`config.mk`:
```
export PLATFORM = sky130hd
export DESIGN_NAME = display_scan_ctrl
export DESIGN_NICKNAME = d
export VERILOG_FILES = /design/src/rtl/display_pkg.sv /design/src/rtl/scan_prescaler.sv /design/src/rtl/display_scan_ctrl.sv
export SDC_FILE = /design/constraint.sdc
export NUM_CORES = 1
export LEC_CHECK = 0
export ABC_AREA = 1
export CAP_MARGIN = 10
export CORE_MARGIN = 5
export CORE_UTILIZATION = 55
export DETAILED_ROUTE_END_ITERATION = 16
export PLACE_DENSITY_LB_ADDON = 0.15
export REMOVE_ABC_BUFFERS = 1
export SYNTH_ARGS = -nofsm -noshare
export SYNTH_HDL_FRONTEND = slang
export SYNTH_SLANG_ARGS = --single-unit
```
`constraint.sdc`:
```
create_clock -name i_clk -period 2.4 [get_ports i_clk]
set_input_delay 0.48 -clock i_clk [delete_from_list [all_inputs] [get_ports i_clk]]
set_output_delay 0.48 -clock i_clk [all_outputs]
set_load 0.02 [all_outputs]
```
`src/rtl/display_pkg.sv`:
```
// -----------------------------------------------------------------------------
// display_pkg
//   Shared definitions for the multiplexed 7-segment display scan path.
//
//   Contents:
//     BCD_W          width of one BCD digit code
//     MAX_DIGITS     widest display this controller family supports
//     ANODE_ALL_OFF  active-low anode pattern with every digit dark
//     scan_state_e   scan FSM encoding (S_BLANK = 0, S_SHOW = 1)
// -----------------------------------------------------------------------------
package display_pkg;

    localparam int BCD_W      = 4;
    localparam int MAX_DIGITS = 8;

    // Common-anode enables are active-low, so "all off" is all ones. Slice
    // the low DIGITS bits for a narrower display.
    localparam logic [MAX_DIGITS-1:0] ANODE_ALL_OFF = '1;

    typedef enum logic {
        S_BLANK = 1'b0,
        S_SHOW  = 1'b1
    } scan_state_e;

endpackage

```
`src/rtl/scan_prescaler.sv`:
```
// -----------------------------------------------------------------------------
// scan_prescaler
//   Free-running modulo-PRESCALE counter that produces the scan tick.
//
//   Ports:
//     i_clk    system clock
//     i_rst_n  asynchronous active-low reset
//     i_clr    synchronous clear (held while scanning is disabled)
//     o_tick   high for the one cycle in which the count equals PRESCALE-1
// -----------------------------------------------------------------------------
module scan_prescaler #(
    parameter int PRESCALE = 1000
) (
    input  logic i_clk,
    input  logic i_rst_n,
    input  logic i_clr,
    output logic o_tick
);

    localparam int                CNT_W   = $clog2(PRESCALE);
    localparam logic [CNT_W-1:0]  CNT_MAX = CNT_W'(PRESCALE - 1);

    logic [CNT_W-1:0] count_q;

    // NOTE: clocked state is written with non-blocking assignments so every
    // register samples the pre-edge values of the others.
    always_ff @(posedge i_clk or negedge i_rst_n) begin
        if (!i_rst_n) begin
            count_q <= '0;
        end else if (i_clr || (count_q == CNT_MAX)) begin
            count_q <= '0;
        end else begin
            count_q <= count_q + 1'b1;
        end
    end

    // A clear cycle never counts as a tick, so re-enabling always waits a
    // full PRESCALE period before the first one.
    assign o_tick = (count_q == CNT_MAX) && !i_clr;

endmodule

```
`src/rtl/display_scan_ctrl.sv`:
```
// -----------------------------------------------------------------------------
// display_scan_ctrl
//   Time-multiplexed scan controller for a common-anode 7-segment display.
//   Each digit slot is BLANK_TICKS ticks with every anode off, followed by
//   SHOW_TICKS ticks with that digit's anode on. The BCD code of the digit
//   is presented to the shared decoder from the start of its blank interval.
//   Digit values are double-buffered: i_load fills a shadow register, and
//   the shadow is copied to the active register at the frame wrap (or at
//   once while scanning is disabled).
//
//   Build option:
//     LEAD_ZERO_BLANK_EN  when defined, a digit above digit 0 whose value and
//                         all higher digit values are zero stays dark during
//                         its show interval (slot timing and o_bcd unchanged).
//
//   Ports:
//     i_clk         system clock
//     i_rst_n       asynchronous active-low reset
//     i_en          scan enable; low parks the scan at S_BLANK, digit 0
//     i_load        one-cycle strobe capturing i_digits into the shadow
//     i_digits      packed BCD digits, digit 0 in bits [3:0] (least significant)
//     o_bcd         BCD code of the current digit, to the shared decoder
//     o_anode_n     active-low one-hot digit enables
//     o_pending     shadow holds data not yet committed to the display
//     o_frame_done  one-cycle pulse when the digit index wraps to 0
// -----------------------------------------------------------------------------
module display_scan_ctrl
    import display_pkg::*;
#(
    parameter int DIGITS      = 4,
    parameter int PRESCALE    = 1000,
    parameter int SHOW_TICKS  = 4,
    parameter int BLANK_TICKS = 1
) (
    input  logic                      i_clk,
    input  logic                      i_rst_n,
    input  logic                      i_en,
    input  logic                      i_load,
    input  logic [BCD_W*DIGITS-1:0]   i_digits,
    output logic [BCD_W-1:0]          o_bcd,
    output logic [DIGITS-1:0]         o_anode_n,
    output logic                      o_pending,
    output logic                      o_frame_done
);

    localparam int MAX_TICKS = (SHOW_TICKS > BLANK_TICKS) ? SHOW_TICKS : BLANK_TICKS;
    localparam int TCNT_W    = $clog2(MAX_TICKS + 1);
    localparam int IDX_W     = $clog2(DIGITS);

    localparam logic [TCNT_W-1:0] BLANK_LAST = TCNT_W'(BLANK_TICKS - 1);
    localparam logic [TCNT_W-1:0] SHOW_LAST  = TCNT_W'(SHOW_TICKS - 1);
    localparam logic [IDX_W-1:0]  IDX_LAST   = IDX_W'(DIGITS - 1);
    localparam logic [DIGITS-1:0] ANODE_OFF  = ANODE_ALL_OFF[DIGITS-1:0];

    // ------------------------------------------------------------------
    // Tick generation
    // ------------------------------------------------------------------
    logic tick;

    scan_prescaler #(
        .PRESCALE (PRESCALE)
    ) u_prescaler (
        .i_clk   (i_clk),
        .i_rst_n (i_rst_n),
        .i_clr   (!i_en),
        .o_tick  (tick)
    );

    // ------------------------------------------------------------------
    // State
    // ------------------------------------------------------------------
    scan_state_e                 state_q, state_d;
    logic [TCNT_W-1:0]           tick_cnt_q, tick_cnt_d;
    logic [IDX_W-1:0]            idx_q, idx_d;
    logic [BCD_W*DIGITS-1:0]     shadow_q, shadow_d;
    logic [BCD_W*DIGITS-1:0]     active_q, active_d;
    logic                        pending_q, pending_d;
    logic                        wrap;
    logic                        commit;

    logic [BCD_W-1:0]            bcd_d;
    logic [DIGITS-1:0]           anode_d;
    logic                        lit;

    // ------------------------------------------------------------------
    // Next-state: scan FSM, digit index, double buffer
    // ------------------------------------------------------------------
    // NOTE: every variable gets a default before any branch so no path can
    // leave it unassigned and infer a latch.
    always_comb begin
        state_d    = state_q;
        tick_cnt_d = tick_cnt_q;
        idx_d      = idx_q;
        wrap       = 1'b0;

        if (!i_en) begin
            state_d    = S_BLANK;
            tick_cnt_d = '0;
            idx_d      = '0;
        end else if (tick) begin
            case (state_q)
                S_BLANK: begin
                    if (tick_cnt_q == BLANK_LAST) begin
                        state_d    = S_SHOW;
                        tick_cnt_d = '0;
                    end else begin
                        tick_cnt_d = tick_cnt_q + 1'b1;
                    end
                end
                S_SHOW: begin
                    if (tick_cnt_q == SHOW_LAST) begin
                        state_d    = S_BLANK;
                        tick_cnt_d = '0;
                        if (idx_q == IDX_LAST) begin
                            idx_d = '0;
                            wrap  = 1'b1;
                        end else begin
                            idx_d = idx_q + 1'b1;
                        end
                    end else begin
                        tick_cnt_d = tick_cnt_q + 1'b1;
                    end
                end
            endcase
        end

        // The commit uses the pre-edge shadow, so a load landing on the
        // commit cycle goes into the shadow and stays pending for one more
        // frame.
        commit    = pending_q && (wrap || !i_en);
        active_d  = commit ? shadow_q : active_q;
        shadow_d  = i_load ? i_digits : shadow_q;
        pending_d = i_load || (pending_q && !commit);
    end

    // ------------------------------------------------------------------
    // Registered outputs, computed from next-state values so they change
    // in the same cycle as the state they describe.
    // ------------------------------------------------------------------
`ifdef LEAD_ZERO_BLANK_EN
    logic upper_nonzero;
`endif

    always_comb begin
        bcd_d   = active_d[BCD_W*idx_d +: BCD_W];
        lit     = (state_d == S_SHOW);
        anode_d = ANODE_OFF;

`ifdef LEAD_ZERO_BLANK_EN
        upper_nonzero = 1'b0;
        for (int i = 0; i < DIGITS; i++) begin
            if ((i >= int'(idx_d)) && (active_d[BCD_W*i +: BCD_W] != '0)) begin
                upper_nonzero = 1'b1;
            end
        end
        // Digit 0 always lights so a value of zero still shows "0".
        if ((idx_d != '0) && !upper_nonzero) begin
            lit = 1'b0;
        end
`endif

        if (lit) begin
            anode_d[idx_d] = 1'b0;
        end
    end

    // ------------------------------------------------------------------
    // Registers
    // ------------------------------------------------------------------
    // NOTE: the digit buffers are ordinary registers, not RAM, so they are
    // reset with everything else and the display powers up showing zeros.
    always_ff @(posedge i_clk or negedge i_rst_n) begin
        if (!i_rst_n) begin
            state_q      <= S_BLANK;
            tick_cnt_q   <= '0;
            idx_q        <= '0;
            shadow_q     <= '0;
            active_q     <= '0;
            pending_q    <= 1'b0;
            o_bcd        <= '0;
            o_anode_n    <= ANODE_OFF;
            o_frame_done <= 1'b0;
        end else begin
            state_q      <= state_d;
            tick_cnt_q   <= tick_cnt_d;
            idx_q        <= idx_d;
            shadow_q     <= shadow_d;
            active_q     <= active_d;
            pending_q    <= pending_d;
            o_bcd        <= bcd_d;
            o_anode_n    <= anode_d;
            o_frame_done <= wrap;
        end
    end

    assign o_pending = pending_q;

endmodule

```
==> flow_metrics.tcl <==
set metrics [dict create \
    status "complete, no violations" \
    drt_wl_total_mm 5.70 \
    ff2ff_path_depth 12 \
    vias 2215 \
    dieWidth_um 81.0 \
    r2r-end "o_bcd[3]$_DFF_PN0_" \
    synthArstFlopShare_pct 100 \
    power.density_nw_per_um2 648 \
    peakVddDrop_mv 0.527 \
    nFillCells 433 \
    ys.flop_type "dfrtp_1" \
    gr-total-overflow 0 \
    relSlewSlack_pct 69.8 \
    cts_tree "done" \
    required_ns 2.63 \
    startpoint "tick_cnt_q[0]$_DFFE_PN0P_" \
    synthCells 347 \
    syn_to_final_growth_pct 19.6 \
    drc 0 \
    fin_tns_setup_ns 0 \
    startpoint_type "flip-flop" \
    antenna_found_initial 0 \
    synth_area_um2 2770 \
    die_area_um2 6560 \
    n_antenna_cell 0 \
    synth.distinct_cells 30 \
    grt_pass1_wl_mm 9.99 \
    maxCapViolations 0 \
    combPwrFrac_pct 12.8 \
    ff_latch_area_um2 1460 \
    finalInstanceArea_um2 3310 \
    root_buffer "clkbuf_8" \
    place_congestion 0.873 \
    clock-sinks 58 \
    drtIter0Drc 135 \
    critPathMaxFanout 6 \
    yosys_warnings 0 \
    finalHoldViolCount 0 \
    worstSetupEndpoint "o_bcd[3]$_DFF_PN0_" \
    num_rows 25 \
    p_int_mw 1.54 \
    p_leak_nw 1.70 \
    fin_nets 411 \
    r2r_setup_slack_ns 0.38 \
    cts_resized 0 \
    ioPinCount 30 \
    die_y_um 81.0 \
    synth_edf_count 0 \
    dpl-instance-area_um2 3140 \
    setup_viol 0 \
    cp_data_arrival_time_ns 2.25 \
    htree_levels 3 \
    coreArea_um2 4820 \
    pwr-share-seq_pct 50.5 \
    grt_max_degree 23 \
    synth_area_per_cell_um2 7.98 \
    max_clock_freq_mhz 495 \
    dp_hpwl_mm 4.11 \
    switching_power_mw 0.607 \
    hold_buffers 0 \
    cp-end-kind "flip-flop" \
    numCtsBuffers 9 \
    clock_path_buffers 2 \
    grt_pass1_vias 2202 \
    ant_nets 0 \
    period_needed_ns 2.02 \
    multi_input_area_um2 1020 \
    clock_skew_ns 0.00928 \
    drv_slew 0 \
    clk_latency_ns 0.35 \
    clk_pin_slew_worst_paths_ns 0.07 \
    rr_startpoint "tick_cnt_q[0]$_DFFE_PN0P_" \
    drive_gt1_share_pct 10.3 \
    viasPerCell 4.85 \
    grtUsageTotal_pct 20.2 \
    clockPowerShare_pct 36.7 \
    synth_seq_cells 58 \
    cts_setup_buffers 0 \
    switching_share_pct 28.3 \
    criticalPathCategory "reg -> reg" \
    tightestPinTransition_ns 0.450 \
    rsz0062_at_grt "false" \
    seq_area_frac_synth_pct 52.6 \
    drt_pass1_iterations 5 \
    start_util_pct 57.5 \
    hold_class "in -> async" \
    wire_per_inst_um 12.5 \
    fin_crit_sh_pct 84.1 \
    io_buffers 29 \
]
[per-layer routing]
metal  vias up  routed length [um]  GRT usage, %
li1       1142                   -             -
met2        36                2610          32.0
met4         0                 101          8.61
met5         -                   0             0
met3        10                 250          4.66
met1      1027                2730          26.7
[cell usage in the layout, fill, tap and decap left out, drive strengths merged]
| master | netlist | final |
|---|---|---|
| dfrtp | 54 | 54 |
| nor3 | 4 | 4 |
| ha | 6 | 6 |
| nand4 | 3 | 3 |
| clkdlybuf4s50 | 0 | 28 |
| clkinv | 0 | 4 |
| nor2 | 42 | 42 |
| inv | 65 | 65 |
| buf | 4 | 8 |
| clkinvlp | 0 | 3 |
| a22oi | 1 | 1 |
| o21bai | 1 | 1 |
| nor4 | 1 | 1 |
| o21ai | 22 | 22 |
| o22ai | 2 | 2 |
| and3 | 3 | 3 |
| xor2 | 1 | 1 |
| mux2 | 2 | 2 |
| dfstp | 4 | 4 |
| nand3 | 28 | 28 |
| a21oi | 2 | 2 |
| and2 | 2 | 2 |
| clkbuf | 5 | 9 |
| nand2 | 93 | 93 |
| or2 | 1 | 1 |
| nor3b | 1 | 1 |
[worst max-delay path, cell delays in order, from the launching register on]
cell,delay (ns)
dfrtp_1,0.41
ha_1,0.22
ha_1,0.22
inv_1,0.09
o21ai_0,0.09
nand2_1,0.06
nand2_1,0.06
nand2_1,0.06
nand3_1,0.23
nand2_1,0.24
nor2_1,0.07
nor2_1,0.10
nand2_1,0.06
[synthesized netlist by cell type, drive strengths merged (3+ instances only)]
master | count | share of area, %
nor2 | 42 | 6.1
nand4 | 3 | 0.68
dfstp | 4 | 3.8
inv | 65 | 8.8
o21ai | 22 | 4.4
dfrtp | 54 | 49
clkbuf | 5 | 0.68
nand3 | 28 | 5.1
buf | 4 | 1.0
nor3 | 4 | 0.72
nand2 | 93 | 13
ha | 6 | 2.7
and3 | 3 | 0.68
[power by group through the flow]
stage / logic (mW) / registers (mW) / clock network (mW)
floorplan: 0.133 / 1.12 / 0
global placement: 0.268 / 1.10 / 0
detailed placement: 0.276 / 1.10 / 0
CTS: 0.279 / 1.09 / 0.797
global route: 0.319 / 1.09 / 0.848
finish: 0.275 / 1.09 / 0.788
[through the flow]
step / setup slack [ns] / std cells / util (%) / power [mW] / hold WS, ns
after floorplan: 0.546 / 338 / - / 1.25 / 0.184
after global placement: 0.169 / 441 / 65.3 / 1.37 / 0.405
after detailed placement: 0.0658 / 441 / 65.3 / 1.38 / 0.412
after CTS: 0.398 / 457 / 68.8 / 2.16 / 0.0461
after global routing: 0.0886 / 457 / 68.8 / 2.26 / 0.0557
final: 0.380 / 457 / 68.8 / 2.15 / 0.0394
[layout make-up]
class | instances | area share [%]
repair buffers | 36 | 10.2
multi-input cells | 215 | 30.8
flip-flops and latches | 58 | 43.9
well taps | 67 | 2.53
inverters | 65 | 7.36
clock inverters | 7 | 1.40
clock buffers | 9 | 3.74
[flip-flops by register name, summed over array words and instances (netlist names), 2 cells and up]
name / cells
idx_q: 2
shadow_q: 16
tick_cnt_q: 3
active_q: 16
o_anode_n: 4
o_bcd: 4
u_prescaler.count_q: 10
[cells by family (layout without fill, tap and decap cells)]
kind of cell	count (synthesis)	in the layout	share of synthesized area (%)
AO/OA/AOI/OAI	28	28	5.74
XOR/XNOR	1	1	0.316
adder cells (fa/ha/maj)	6	6	2.71
buffers and inverters	74	117	10.5
flip-flops	58	58	52.6
multiplexers	2	2	0.813
AND/OR/NAND/NOR	178	178	27.3
[worst min path at each step]
stage / startpoint / to / slack, ns / cells after the start
after floorplan: i_rst_n / active_q[0]$_DFF_PN0_ / 0.18 / 0
after global placement: i_rst_n / active_q[11]$_DFF_PN0_ / 0.40 / 1
after detailed placement: i_rst_n / active_q[11]$_DFF_PN0_ / 0.41 / 1
after CTS: i_rst_n / shadow_q[12]$_DFFE_PN0P_ / 0.05 / 1
after global routing: i_rst_n / active_q[9]$_DFF_PN0_ / 0.06 / 1
final: i_rst_n / active_q[9]$_DFF_PN0_ / 0.04 / 1
No activity file was read; power rests on OpenSTA's default activity.
==> edit, RTL diff (config.mk and constraints unchanged) <==
Remove the register `o_bcd`: a continuous assignment takes its place, so the output `o_bcd` follows one clock earlier.
--- a/src/rtl/display_scan_ctrl.sv
+++ b/src/rtl/display_scan_ctrl.sv
@@ -179,3 +179,2 @@
             pending_q    <= 1'b0;
-            o_bcd        <= '0;
             o_anode_n    <= ANODE_OFF;
@@ -189,3 +188,2 @@
             pending_q    <= pending_d;
-            o_bcd        <= bcd_d;
             o_anode_n    <= anode_d;
@@ -195,2 +193,4 @@
 
+    assign o_bcd = bcd_d;
+
     assign o_pending = pending_q;
Formal check against the unedited RTL: not equivalent (a bounded check fails within 4 cycles, from zero or initial values and one cycle with i_rst_n low).
==> edit against the original RTL <==
- the flow now finishes with violations (negative setup slack)
- core utilization increased by 17 points
- wire length increased by 54%
- die area decreased by 3.3%
- count of clock-buffer cells in the layout decreased by 2
- sequential cell count decreased by 4
- worst setup slack got worse by 0.86 ns
- design area increased by 22%
- largest cell class unchanged
- highest routed layer unchanged
- area after synthesis decreased by 3.7%
- synthesized cell count decreased by 2.0%
Power is not compared: it rests on default switching activity, and its combinational part moved more than twofold at a synthesized area within 25%.
==> edit: results (changes against the original RTL) <==
[drt]
wl_per_cell_um = 16.67  ; was 12.47 um
vias = 2866  ; was 2215
drt-initial-drc-count = 374  ; was 135
dr.pass1.iters = 5  ; unchanged

[logic_synthesis]
netlist_top_cells_area = dfrtp_1 (47%), nand2_1 (12%), inv_1 (8.6%)  ; was dfrtp_1 (49%), nand2_1 (12%), inv_1 (8.5%)
ys_types = 29  ; was 30
synth_fa_ha_area_share_pct = 2.814  ; was 2.710%
synth_xor_area_share_pct = 0.3283  ; was 0.3162%
synth-compound-area-share_pct = 6.098  ; was 5.736%
synth_top_family_by_area = simple AND/OR/NAND/NOR gates  ; unchanged
synthArstFlopShare_pct = 100.0  ; unchanged
synthMuxAreaShare_pct = 0.8443  ; was 0.8130%
ys_seq_area_share_pct = 50.84  ; was 52.57%
yosys_warnings = 0  ; unchanged
syn_avg_cell_area_um2 = 7.846  ; was 7.983 um^2
netlist_top_cells_count = nand2_1 (88), inv_1 (61), dfrtp_1 (50), nor2_1 (36), nand3_1 (30)  ; was nand2_1 (91), inv_1 (63), dfrtp_1 (54), nor2_1 (38), nand3_1 (28)

[finish]
final_cell_count_no_fill = 526  ; was 457
largestRegisters = active_q: 16 flops, shadow_q: 16 flops, u_prescaler.count_q: 10 flops  ; unchanged
antenna_cells = 0  ; unchanged
drive_gt1_share_pct = 37.04  ; was 10.26%
num-nets-final = 484  ; was 411

[global_routing]
grt_start_max_net_pins = 31  ; was 23
track_usage_pct = 26.16  ; was 20.25%
grt_pass1_wl_mm = 12.73  ; was 9.991 mm
grt_pass1_vias = 2809  ; was 2202

[placement]
hpwl_mm = 4.119  ; was 4.110 mm
port_buffers = 29  ; unchanged
gp_congestion = 0.8259  ; was 0.8733
detailed_place.area_mm2 = 0.003314  ; was 0.003144 mm^2
dpl.cell_count = 469  ; was 441

[sta]
tns_ns = -3.508  ; was 0 ns
layout_setup_ws_ns = -0.4828  ; was 0.3804 ns
finalSetupViolations = 8  ; was 0
relSlewSlack_pct = 60.28  ; was 69.77%
slew_violations = 0  ; unchanged
clock_skew_ns = 0.01100  ; was 0.009285 ns

[power]
ir_drop_v = 0.0003955
cellLeakagePower_nw = 2.114

[worst_hold_path]
hold_class = input port to asynchronous set/reset pin  ; unchanged

[cts]
clkTransAtPathRegs_ns = 0.10  ; was 0.07 ns
h-tree-depth = 2  ; was 3
cts-root-buf = clkbuf_8  ; unchanged
clockBufferDepth = 2  ; unchanged
cts_setup_buffers = 46  ; was 0
cts_resized = 50  ; was 0
clk_latency_ns = 0.32  ; was 0.35 ns
cts_buffers = 5  ; was 9

[setup_path]
critPathMaxStageDelay_ns = 0.37  ; was 0.41 ns
critPathTopFamily = simple AND/OR/NAND/NOR gates  ; unchanged
crit_slowest_cell = dfrtp_1  ; unchanged
crit_fanout = 8  ; was 6
arrival_ns = 2.40  ; was 2.25 ns

[run_status]
violations = negative setup slack
outcome = finished with violations  ; was finished clean

==> edit: changes by cell type after synthesis, moves of 2 or more <==
| cell | delta |
|---|---|
| inv_1 | -2 |
| dfrtp_1 | -4 |
| o22ai_1 | -2 |
| nand3_1 | +2 |
| nor2_1 | -2 |
| nand2_2 | +3 |
| nand2_1 | -3 |
==> edit: final cells by class <==
type	count	area, um^2
Sequential cell	54	1356
Multi-Input combinational cell	215	1261
Inverter	64	242.7
Tap cell	67	83.83
Timing Repair Buffer	118	1010
Clock inverter	1	5.005
Fill cell	244	678.2
Clock buffer	7	86.33
==> edit: worst paths after layout <==
kind	startpoint	endpoint	slack, ns	depth (start not counted)
min in group i_clk	shadow_q[14]	shadow_q[14]	0.53	1
max reg2reg	tick_cnt_q[1]	active_q[1]	-0.44	20
min reg2reg	shadow_q[14]	shadow_q[14]	0.53	1
max in group asynchronous	i_rst_n	o_anode_n[2]	1.60	2
max	tick_cnt_q[1]	o_bcd[2]	-0.48	14
min	i_rst_n	active_q[11]	0.16	1
==> edit: per-stage QoR <==
stage          worst slack, ns  utilization [%]
2_1_floorplan           0.1146                -
3_3_place_gp           -0.5238            70.17
3_5_place_dp           -0.5340            70.17
4_1_cts                -0.2866            81.96
5_1_grt                -0.5787            85.64
6_report               -0.4828            85.64
==> edit: routing by layer <==
metal  GRT usage, %  vias to the layer above  share of wire [%]
met5              0                        -                  0
met4          16.49                        0                5.0
met3          5.982                       55                6.5
met2          42.24                      151                 50
met1          31.40                     1390                 39
li1               -                     1270                  -
==> edit: report_power, final <==
part           switching [mW]  total [mW]  internal, mW  leakage (nW)
combinational           0.281       0.579         0.298          1.40
sequential             0.0341        1.01         0.980         0.663
clock                   0.305       0.539         0.234        0.0482
